==> src/rtl/pomo_scheduler.sv <==
// -----------------------------------------------------------------------------
// pomo_scheduler
//
// Session sequencer for an MM:SS countdown timer. Runs the classic
// work -> short break -> work ... -> long break cycle. For every phase it loads
// BCD preset digits into the timer, gates the timer run enable and watches the
// timer finish flag. User pause/skip/abort pulses are handled here, and phase,
// completed-cycle count and completion pulses are reported to display/LED logic.
//
// Build option:
//   AUTO_ADVANCE_EN  defined   -> after a work/short phase completes, the next
//                                 phase is loaded and started immediately.
//                    undefined -> the sequencer parks in HOLD showing the next
//                                 phase and waits for a start pulse.
//
// Ports:
//   clk            system clock
//   rst            synchronous, active-high reset
//   start          pulse: begin a session (IDLE) or resume from HOLD
//   pause          pulse: toggle RUN / PAUSE
//   skip           pulse: end the current phase now
//   abort          pulse: return to IDLE
//   tmr_finish     timer expired flag (level, may stay high)
//   tmr_load       one-cycle load strobe to the timer
//   tmr_min2..sec1 BCD preset digits (MM:SS)
//   tmr_run        timer count enable
//   phase          0=NONE 1=WORK 2=SHORT 3=LONG
//   cycle_cnt      completed work phases in the current session
//   phase_done     one-cycle pulse per completed or skipped phase
//   session_done   one-cycle pulse when the long break completes
// -----------------------------------------------------------------------------
module pomo_scheduler #(
  parameter int WORK_MIN        = 25,
  parameter int SHORT_MIN       = 5,
  parameter int LONG_MIN        = 15,
  parameter int CYCLES_PER_LONG = 4
) (
  input  logic       clk,
  input  logic       rst,
  input  logic       start,
  input  logic       pause,
  input  logic       skip,
  input  logic       abort,
  input  logic       tmr_finish,
  output logic       tmr_load,
  output logic [3:0] tmr_min2,
  output logic [3:0] tmr_min1,
  output logic [3:0] tmr_sec2,
  output logic [3:0] tmr_sec1,
  output logic       tmr_run,
  output logic [1:0] phase,
  output logic [2:0] cycle_cnt,
  output logic       phase_done,
  output logic       session_done
);

  typedef enum logic [2:0] {
    S_IDLE,
    S_LOAD,
    S_RUN,
    S_PAUSE,
    S_HOLD
  } state_t;

  typedef enum logic [1:0] {
    PH_NONE  = 2'd0,
    PH_WORK  = 2'd1,
    PH_SHORT = 2'd2,
    PH_LONG  = 2'd3
  } phase_t;

  // Where a non-LONG completion goes next.
`ifdef AUTO_ADVANCE_EN
  localparam state_t AFTER_PHASE = S_LOAD;
`else
  localparam state_t AFTER_PHASE = S_HOLD;
`endif

  localparam logic [2:0] CYCLES_LONG = 3'(CYCLES_PER_LONG);

  // Minutes value -> {tens, units} BCD.
  function automatic logic [7:0] to_bcd(input int m);
    return {4'(m / 10), 4'(m % 10)};
  endfunction

  localparam logic [7:0] WORK_BCD  = to_bcd(WORK_MIN);
  localparam logic [7:0] SHORT_BCD = to_bcd(SHORT_MIN);
  localparam logic [7:0] LONG_BCD  = to_bcd(LONG_MIN);

  // ---------------------------------------------------------------------------
  // State and registered outputs
  // ---------------------------------------------------------------------------
  state_t     state,      state_next;
  phase_t     phase_q,    phase_next;
  logic [2:0] cycle_q,    cycle_next;
  logic [7:0] min_q,      min_next;
  logic       done_q,     done_next;
  logic       sess_q,     sess_next;
  logic       fin_q,      fin_next;

  logic       fin_edge;
  logic       complete;
  logic       go_idle;
  logic [2:0] cycle_inc;
  logic [7:0] preset_bcd;

  // A finish that was already high is never a new expiry; fin_q is forced
  // high during LOAD so a stale flag from the previous phase is absorbed.
  assign fin_edge  = tmr_finish & ~fin_q;
  assign cycle_inc = cycle_q + 3'd1;

  // ---------------------------------------------------------------------------
  // Next-state / next-output logic
  // ---------------------------------------------------------------------------
  always_comb begin
    // NOTE: every signal driven here gets a default first so no latch is inferred.
    state_next = state;
    phase_next = phase_q;
    cycle_next = cycle_q;
    done_next  = 1'b0;
    sess_next  = 1'b0;
    complete   = 1'b0;
    go_idle    = 1'b0;
    fin_next   = (state == S_LOAD) ? 1'b1 : tmr_finish;

    case (state)
      S_IDLE: begin
        if (start) begin
          state_next = S_LOAD;
          phase_next = PH_WORK;
          cycle_next = 3'd0;
        end
      end

      S_LOAD: state_next = S_RUN;

      S_RUN: begin
        if (abort)                 go_idle    = 1'b1;
        else if (skip || fin_edge) complete   = 1'b1;
        else if (pause)            state_next = S_PAUSE;
      end

      S_PAUSE: begin
        if (abort)      go_idle    = 1'b1;
        else if (skip)  complete   = 1'b1;
        else if (pause) state_next = S_RUN;
      end

      S_HOLD: begin
        if (abort)      go_idle    = 1'b1;
        else if (start) state_next = S_LOAD;
      end

      default: go_idle = 1'b1;
    endcase

    if (go_idle) begin
      state_next = S_IDLE;
      phase_next = PH_NONE;
      cycle_next = 3'd0;
    end

    if (complete) begin
      done_next = 1'b1;
      case (phase_q)
        PH_WORK: begin
          cycle_next = cycle_inc;
          phase_next = (cycle_inc == CYCLES_LONG) ? PH_LONG : PH_SHORT;
          state_next = AFTER_PHASE;
        end
        PH_SHORT: begin
          phase_next = PH_WORK;
          state_next = AFTER_PHASE;
        end
        PH_LONG: begin
          sess_next  = 1'b1;
          cycle_next = 3'd0;
          phase_next = PH_NONE;
          state_next = S_IDLE;
        end
        default: begin
          phase_next = PH_NONE;
          state_next = S_IDLE;
        end
      endcase
    end

    case (phase_next)
      PH_WORK:  preset_bcd = WORK_BCD;
      PH_SHORT: preset_bcd = SHORT_BCD;
      PH_LONG:  preset_bcd = LONG_BCD;
      default:  preset_bcd = 8'h00;
    endcase

    // Digits change only on entry to LOAD or on abort; a LONG completion
    // leaves the last preset visible.
    min_next = min_q;
    if (go_idle)
      min_next = 8'h00;
    else if (state_next == S_LOAD && state != S_LOAD)
      min_next = preset_bcd;
  end

  // ---------------------------------------------------------------------------
  // State register
  // ---------------------------------------------------------------------------
  always_ff @(posedge clk) begin
    // NOTE: sequential state uses non-blocking assignments only.
    if (rst) begin
      state   <= S_IDLE;
      phase_q <= PH_NONE;
      cycle_q <= 3'd0;
      min_q   <= 8'h00;
      done_q  <= 1'b0;
      sess_q  <= 1'b0;
      fin_q   <= 1'b0;
    end else begin
      state   <= state_next;
      phase_q <= phase_next;
      cycle_q <= cycle_next;
      min_q   <= min_next;
      done_q  <= done_next;
      sess_q  <= sess_next;
      fin_q   <= fin_next;
    end
  end

  // ---------------------------------------------------------------------------
  // Outputs
  // ---------------------------------------------------------------------------
  assign tmr_load     = (state == S_LOAD);
  assign tmr_run      = (state == S_RUN);
  assign tmr_min2     = min_q[7:4];
  assign tmr_min1     = min_q[3:0];
  assign tmr_sec2     = 4'd0;
  assign tmr_sec1     = 4'd0;
  assign phase        = phase_q;
  assign cycle_cnt    = cycle_q;
  assign phase_done   = done_q;
  assign session_done = sess_q;

endmodule

==> config.mk <==
export PLATFORM = sky130hd
export DESIGN_NAME = pomo_scheduler
export DESIGN_NICKNAME = d
export VERILOG_FILES = /design/src/rtl/pomo_scheduler.sv
export SDC_FILE = /design/constraint.sdc
export NUM_CORES = 1
export LEC_CHECK = 0
export CORE_MARGIN = 2
export CORE_UTILIZATION = 65
export DETAILED_ROUTE_END_ITERATION = 10
export DONT_BUFFER_PORTS = 1
export HOLD_SLACK_MARGIN = 0.06
export PLACE_DENSITY_LB_ADDON = 0.3
export SLEW_MARGIN = 20
export SYNTH_ARGS = -nofsm -noshare
export SYNTH_HDL_FRONTEND = slang
export SYNTH_SLANG_ARGS = --single-unit
==> constraint.sdc <==
create_clock -name clk -period 4 [get_ports clk]
set_input_delay 0.8 -clock clk [delete_from_list [all_inputs] [get_ports clk]]
set_output_delay 0.8 -clock clk [all_outputs]
set_load 0.005 [all_outputs]
* Yosys cells after proc, flatten, opt, wreduce, memory -nomap -nowiden
Cells that the tools add are included.
** Storage, ports and cells
- Logic and storage cells :: 66
- Bits in registers :: 19
- Output and inout bits :: 25
- Bits of input ports :: 7
** Cells by class
- Eq/ne operators :: 13
- Muxes and demuxes :: 34
- Bitwise logic cells :: 3
- Add/subtract/negate cells :: 1
- Reductions and logical operators :: 8
** Operators with widths (count)
- 3-bit 2-to-1 mux :: 15
- 6-bit case mux with 3 select lines :: 1
- 3-bit case mux with 5 select lines :: 1
- 1-bit 2-to-1 mux :: 9
- 2-bit == test, second input constant :: 4
- 2-bit 2-to-1 mux :: 4
- 2-bit OR reduction :: 4
- 3-bit by 1-bit == test with 1-bit output, second input constant :: 2
- 3-bit by 2-bit == test with 1-bit output, second input constant :: 2
- 3-bit == test, second input constant :: 2
- 3-bit case mux with 2 select lines :: 1
- 2-bit by 1-bit == test with 1-bit output, second input constant :: 2
- 1-bit case mux with 2 select lines :: 2
- 2-bit case mux with 2 select lines :: 1
- 3-bit by 1-bit adder with 3-bit output, second input constant :: 1
- 3-bit zero test :: 1
- 3-bit by 1-bit inequality test with 1-bit output, second input constant :: 1
- 3-bit OR reduction :: 1
- 1-bit inverter :: 2
- 1-bit bitwise AND :: 1
- 1-bit logical AND :: 1
- 1-bit logical OR :: 1

* Logic depth before layout (Yosys ltp)
Gate-level depths: netlist of run 1.
- Depth in word-level cells :: 10
- Depth in mapped cells :: 6
- Gate-level depth less buffers :: 6

* Worst setup path before layout of run 1
No wires, ideal clock.
- Path kind :: input to register
- Start point :: input tmr_finish
- End point :: register min_q[5]
- Slack :: 2.066 ns
- Arrival :: 1.838 ns
- Library setup time :: 0.096 ns
- Required time :: 3.904 ns
- Path buffers :: 0
- Cell stages on the path :: 4
- Path through :: nor3b_2 o21ai_2 mux2_4 o41ai_2
** On the way
- Longest elaborated chain between the ends :: 9
- Elaborated cells between the ends (all ways) :: 17
- Classes of those cells :: eq/ne (4); mux (10); bitwise (1); reduce/logical (2)
** RTL lines
- from (decl) :: line 44 : input logic tmr_finish,
- 1-bit bitwise AND (*) :: line 109 : assign fin_edge = tmr_finish & ~fin_q;
- 1-bit logical OR (*) :: line 139 : else if (skip || fin_edge) complete = 1'b1;
- 3-bit 2-to-1 mux :: line 139
- 3-bit 2-to-1 mux :: line 138 : if (abort) go_idle = 1'b1;
- 3-bit case mux with 5 select lines :: line 126 : case (state)
- 3-bit 2-to-1 mux :: line 157 : if (go_idle) begin
- 3-bit 2-to-1 mux :: line 163 : if (complete) begin
- 3-bit by 1-bit == test with 1-bit output :: line 200 : else if (state_next == S_LOAD && state != S_LOAD)
- 1-bit logical AND :: line 200
- to (signal assigned) :: line 221 : min_q <= min_next;
- to (decl) :: line 96 : logic [7:0] min_q, min_next;
Mark *: on every way between the ends. The rest lies on a longest branch, timed or not.
A chain may end at the register's enable or synchronous reset.

* Worst setup path in the final report of run 1
- Start point :: register state[1]
- End point :: output tmr_load
** On the way
- Longest elaborated chain between the ends :: 1
** RTL lines
- from (decl) :: line 93 : state_t state, state_next;
- from (signal assigned) :: line 218 : state <= state_next;
- 3-bit by 1-bit == test with 1-bit output :: line 231 : assign tmr_load = (state == S_LOAD);
- to (decl) :: line 45 : output logic tmr_load,
Every way passes these cells.

==> results of run 1 <==
==> flip-flops by register name (all words and copies together) (netlist names) <==
register and count:
session_done 1, state 3, min_q 3, phase 2, fin_q 1, cycle_cnt 3, phase_done 1
==> power by group through the flow <==
stage	logic (mW)	clock network [mW]	registers, mW
floorplan	0.0531	0	0.154
global placement	0.0419	0	0.158
detailed placement	0.0428	0	0.158
CTS	0.0433	0.102	0.155
global route	0.0496	0.111	0.156
finish	0.0437	0.101	0.155
==> through the flow <==
step	total power [mW]	utilization, %	hold WS [ns]	instance area [um^2]
finish	0.2992	68.27	0.5006	888.4
global route	0.3165	68.27	0.5521	888.4
CTS	0.3006	68.27	0.5075	888.4
detailed placement	0.2007	65.48	0.4910	852.1
global placement	0.1996	65.48	0.4904	852.1
floorplan	0.2067	-	0.4589	957.2
==> layout by cell type (no fill, tap or decap), types with 3 or more instances in the layout <==
cell,count
o21ai_0,3
conb_1,12
dfxtp_1,14
nand2_1,5
ha_1,6
nor2_1,18
a21oi_1,9
clkbuf_4,3
nand3_1,4
inv_1,4
==> final cells by class <==
class,count,area share (%)
Multi-Input combinational cell,85,60.56
Sequential cell,14,31.55
Clock buffer,4,4.085
Tap cell,15,2.113
Inverter,4,1.690
==> layer usage <==
metal	GRT usage, %	part of all wire [%]	routed length, um	vias up
met1	25.34	42	698	320
li1	-	-	-	342
met4	5.161	0.48	8	0
met3	6.522	9.5	158	2
met2	32.81	48	794	38
met5	0	0	0	-
==> logic make-up after synthesis <==
kind of cell    synth area share (%)
simple gates                   24.86
xor+xnor                      0.9565
flops                          30.60
compound gates                 16.94
other cells                   0.4094
mux                            2.868
fa+ha+maj                      8.197
buf+inv                        15.16
==> cell usage after synthesis, drive strengths merged, types with 2 or more instances <==
cell   instances  area share (%)
nand3          4             2.2
dfxtp         14              31
or3            2             1.4
nor3           2             1.1
buf           15              13
o21ai          4             2.6
inv            4             1.6
nor3b          4             5.1
nor2          18             7.4
nand2          5             2.0
mux2           2             2.9
a21oi          9             4.9
ha             6             8.2
and2           2             1.4
==> critical path: stages (launching register included) <==
cell,delay [ns]
dfxtp_1,0.53
nor2_1,0.11
and2_1,0.22
==> path summary, 6_finish.rpt <==
check	depth (start not counted)	endpoint
worst max register to register	4	min_q[5]$_SDFFE_PP0P_
worst max-delay path	2	tmr_load
worst min-delay path	2	min_q[2]$_SDFFE_PP0P_
worst min register to register	2	min_q[2]$_SDFFE_PP0P_
==> out/metrics.yaml, run 1 <==
die:
  die_h_um: 41.54
  core-area_um2: 1301
  start_util_pct: 70.38
  pin_count: 32
  dieArea_um2: 1725
  die_w_um: 41.54
  rows: 13
cells_and_area:
  antenna_cells: 0
  multi_input_area_um2: 538.0
  nFillCells: 120
  nets: 121
  regArea_um2: 280.3
  drive_gt1_share_pct: 13.08
  area_growth_pct: -3.005
  instances_no_fill: 122
setup_path:
  cp-end-kind: "output pin"
  critical_path_class: "flip-flop to output pin"
  cp.required_ns: 3.20
  r2r_slack_ns: 2.18
  crit_arrival_ns: 1.13
  reg2reg_from: "state[1]$_SDFF_PP0_"
  start_kind: "flip-flop"
  critPathMaxFanout: 10
  setup.worst_path.start: "state[1]$_SDFF_PP0_"
clock_network:
  cts-htree-levels: 1
  clk_pin_slew_worst_paths_ns: 0.09
  cts_resized: 0
  clock-root-buffer: "clkbuf_4"
  post_cts_buffers: 0
  clkLatencyLatePin_ns: 0.27
  cts.sinks: 14
  clock_path_buffers: 2
  cts_tree: "yes"
  cts_buffers: 3
  cts_hold_buf: 0
detailed_routing:
  route.detailed.drc: 0
  totalWireLength_um: 1660
  drtPass1Iterations: 4
  first_iter_violations: 24
  dr_total_vias: 702
  ant_nets: 0
  wl_per_cell_um: 13.61
  viasPerCell: 5.754
global_routing:
  antenna_found_initial: 0
  grt_pass1_vias: 652
  grt_use_total_pct: 20.07
  grt-ovfl-total: 0
  grt_pass1_wl_um: 2787
  grt_max_degree: 11
sta:
  fmax_ghz: 0.5190
  hold_violations: 0
  finalSetupViolCount: 0
  slew_violations: 0
  worst_slack_ns: 2.073
  rsz0062_at_grt: "false"
  tns_ns: 0
  period_share_pct: 48.17
  period_needed_ns: 1.927
  skew_ns: 0.002435
pwr:
  seq_power_share_pct: 51.7
  irDropWorstVdd_uv: 210.4
  pwr-share-clk_pct: 33.7
  switchingPower_uw: 79.37
  powerDensity_nw_per_um2: 336.8
  leakagePower_nw: 0.3869
  p_int_uw: 219.8
  power_frac_comb_pct: 14.6
  swShare_pct: 26.53
hold_path:
  min_from: "min_q[2]$_SDFFE_PP0P_"
  min_path_type: "flip-flop to flip-flop"
synthesis:
  netlist_area_um2: 915.9
  synth_cell_types: 36
  synthCells: 108
  synth_edf_count: 0
  syn_avg_cell_area_um2: 8.480
  ys_ff_latch: 14
  async_reset_ff_share_pct: 0
  ys_seq_area_share_pct: 30.60
  yosysWarnings: 0
  synth-main-ff-cell: "dfxtp_1"
placed_design:
  numPortBuffers: 0
  gp_congestion: 0.8124
  place_inst: 118
  dpl.hpwl_um: 1235
  dp_slack_ns: 1.944
run_status:
  status: "complete, no violations"
flow_run:
  maxCapViolations: 0
Note: power is estimated with default switching activity, not from simulation.
==> run 2: changes to the inputs <==
--- a/config.mk
+++ b/config.mk
@@ -5,8 +5,9 @@
 export SDC_FILE = /design/constraint.sdc
 export NUM_CORES = 1
 export LEC_CHECK = 0
+export ABC_AREA = 1
 export CORE_MARGIN = 2
-export CORE_UTILIZATION = 65
+export CORE_UTILIZATION = 60
 export DETAILED_ROUTE_END_ITERATION = 10
 export DONT_BUFFER_PORTS = 1
 export HOLD_SLACK_MARGIN = 0.06
==> constraint.sdc (replaced) <==
create_clock -name clk -period 1.9 [get_ports clk]
set_input_delay 0.38 -clock clk [delete_from_list [all_inputs] [get_ports clk]]
set_output_delay 0.38 -clock clk [all_outputs]
set_load 0.005 [all_outputs]
==> run 2 against run 1 <==
Net effect:
- clock skew is 0.00072 ns lower
- synthesized cell count increased by 27%
- die area up 12%
- clock power rose by 120%
- sequential share of layout area shrank 2.0 points
- flip-flop and latch count did not move
- first-iteration DRC count is 58% lower
- sequential power up 120%
- cell area increased by 6.9%
- combinational power increased to 3.8 times the previous value
- critical path depth increased by 1
- critical endpoint unchanged
- largest cell class unchanged
- highest routed layer unchanged
==> out/metrics.yaml, run 2 <==
setup_path:
  critical_path_class: "flip-flop to output pin"
  critPathMaxFanout: 5
  crit_end: "tmr_load"
  reg2reg_depth: 8
  crit_arrival_ns: 1.09
  cp.required_ns: 1.52
  cp-end-kind: "output pin"
  setup.worst_path.start: "state[2]$_SDFF_PP0_"
  r2r_slack_ns: 0.48
  reg2reg_from: "phase[1]$_SDFF_PP0_"
  worstReg2RegEnd: "min_q[4]$_SDFFE_PP0P_"
  start_kind: "flip-flop"
cells_and_area:
  area_growth_pct: -0.3936
  final_util_pct: 63.04
  drive_gt1_share_pct: 15.94
  layout_commonest_cell: "nand2_1"
  nets: 152
  nFillCells: 133
  antenna_cells: 0
  layout_common_cells: "nand2_1 (29), nor2_1 (17), inv_1 (16)"
synthesis:
  synth_commonest_cells: "nand2_1 (29), nor2_1 (17), inv_1 (16)"
  synth-main-ff-cell: "dfxtp_1"
  synth_compound_area_share_pct: 5.643
  ys_seq_area_share_pct: 29.40
  ys_top_cells_by_area: "dfxtp_1 (29%), nand2_1 (11%), buf_4 (10%)"
  synth.top_cell.area_share_pct: 29.40
  netlist_area_um2: 953.4
  syn_avg_cell_area_um2: 6.959
  synth_top_family_by_area: "simple AND/OR/NAND/NOR gates"
  synth_cell_types: 22
  synth_edf_count: 0
  synthCells: 137
  ys_ff_latch: 14
  async_reset_ff_share_pct: 0
  synthXorXnorAreaFrac_pct: 0
  synth_mux_area_share_pct: 0
  synth_fa_ha_area_share_pct: 7.874
  yosysWarnings: 0
  synth_most_common_cell: "nand2_1"
  synthSimpleGateAreaFrac_pct: 38.19
  synth_top_area_cell: "dfxtp_1"
global_routing:
  grt_pass1_vias: 689
  antenna_found_initial: 0
  grt-ovfl-total: 0
  grt_max_degree: 11
  grt_pass1_wl_um: 2863
  grt_use_total_pct: 19.76
clock_network:
  post_cts_buffers: 0
  clk_pin_slew_worst_paths_ns: 0.09
  clock-root-buffer: "clkbuf_4"
  clock_path_buffers: 2
  cts_resized: 0
  cts.sinks: 14
  cts_buffers: 3
  cts-htree-levels: 1
  clkLatencyLatePin_ns: 0.28
  cts_tree: "yes"
  cts_hold_buf: 0
die:
  start_util_pct: 63.29
  pin_count: 32
  die_w_um: 43.86
  rows: 14
  die_h_um: 43.86
  dieArea_um2: 1924
  core-area_um2: 1506
detailed_routing:
  wl_per_cell_um: 10.69
  totalWireLength_um: 1646
  route.detailed.drc: 0
  ant_nets: 0
  first_iter_violations: 10
  viasPerCell: 4.974
  dr_total_vias: 766
  drtPass1Iterations: 4
pwr:
  irDropWorstVdd_uv: 494.0
  leakagePower_nw: 0.4928
  powerDensity_nw_per_um2: 768.2
  total_power_uw: 729.5
sta:
  fmax_ghz: 0.6815
  rsz0062_at_grt: "false"
  worst_slack_ns: 0.4326
  period_share_pct: 77.23
  finalSetupViolCount: 0
  slew_violations: 0
  tns_ns: 0
  skew_ns: 0.001717
  period_needed_ns: 1.467
  hold_violations: 0
placed_design:
  dpl.hpwl_um: 1268
  dp_slack_ns: 0.5068
  numPortBuffers: 0
  gp_congestion: 0.8279
flow_run:
  maxCapViolations: 0
run_status:
  status: "complete, no violations"
hold_path:
  min_path_type: "input port to flip-flop"
==> run 2: cell count changes in the layout (fill, tap and decap cells not counted), moves of 4 or more <==
cell	before	now
nand3_1	4	11
a21oi_1	9	3
nor2_4	0	4
inv_1	4	16
inv_2	0	4
nand2_2	0	4
nand2_1	5	29
==> run 2: cell families (layout without fill, tap and decap cells) <==
family / count (synthesis) / count (layout)
flops: 14 / 14
buf+inv: 34 / 24
simple gates: 72 / 72
other cells: 1 / 12
compound gates: 10 / 10
fa+ha+maj: 6 / 6
==> run 2: layout make-up <==
class                   count  area, um^2  area share, %
well taps                  16       20.02          2.108
inverters                  20       75.07          7.905
clock buffers               4       36.28          3.821
multi-input cells         100       538.0          56.65
flip-flops and latches     14       280.3          29.51
==> run 2: power by group <==
part / total (mW) / internal (mW) / switching [mW]
sequential: 0.344 / 0.318 / 0.0264
clock: 0.218 / 0.117 / 0.101
combinational: 0.168 / 0.0584 / 0.109
==> run 2: layer usage <==
layer / vias up / wire [um] / global-route usage [%]
li1: 396 / - / -
met1: 342 / 753 / 25.63
met3: 2 / 101 / 2.917
met4: 0 / 18 / 9.091
met5: - / 0 / 0
met2: 26 / 773 / 32.06
==> run 2: stage by stage <==
stage / hold slack, ns / area [um^2] / std cells
finish: 0.1551 / 949.7 / 154
global route: 0.1322 / 949.7 / 154
CTS: 0.1514 / 949.7 / 154
detailed placement: 0.4544 / 913.4 / 150
global placement: 0.4537 / 913.4 / 150
floorplan: 0.4838 / 994.7 / 148
==> run 2: how the worst min path moves through the flow <==
stage / startpoint / to / depth (start not counted)
finish: rst / phase[0]$_SDFF_PP0_ / 1
global route: rst / phase[0]$_SDFF_PP0_ / 1
CTS: rst / state[2]$_SDFF_PP0_ / 1
detailed placement: rst / state[2]$_SDFF_PP0_ / 1
global placement: rst / state[2]$_SDFF_PP0_ / 1
floorplan: cycle_cnt[2]$_SDFF_PP0_ / cycle_cnt[2]$_SDFF_PP0_ / 2
==> run 2: worst max-delay path, stage by stage, from the launching register on <==
cell and delay (ns):
dfxtp_1 0.35, inv_2 0.11, nand2_1 0.08, nor2_1 0.26
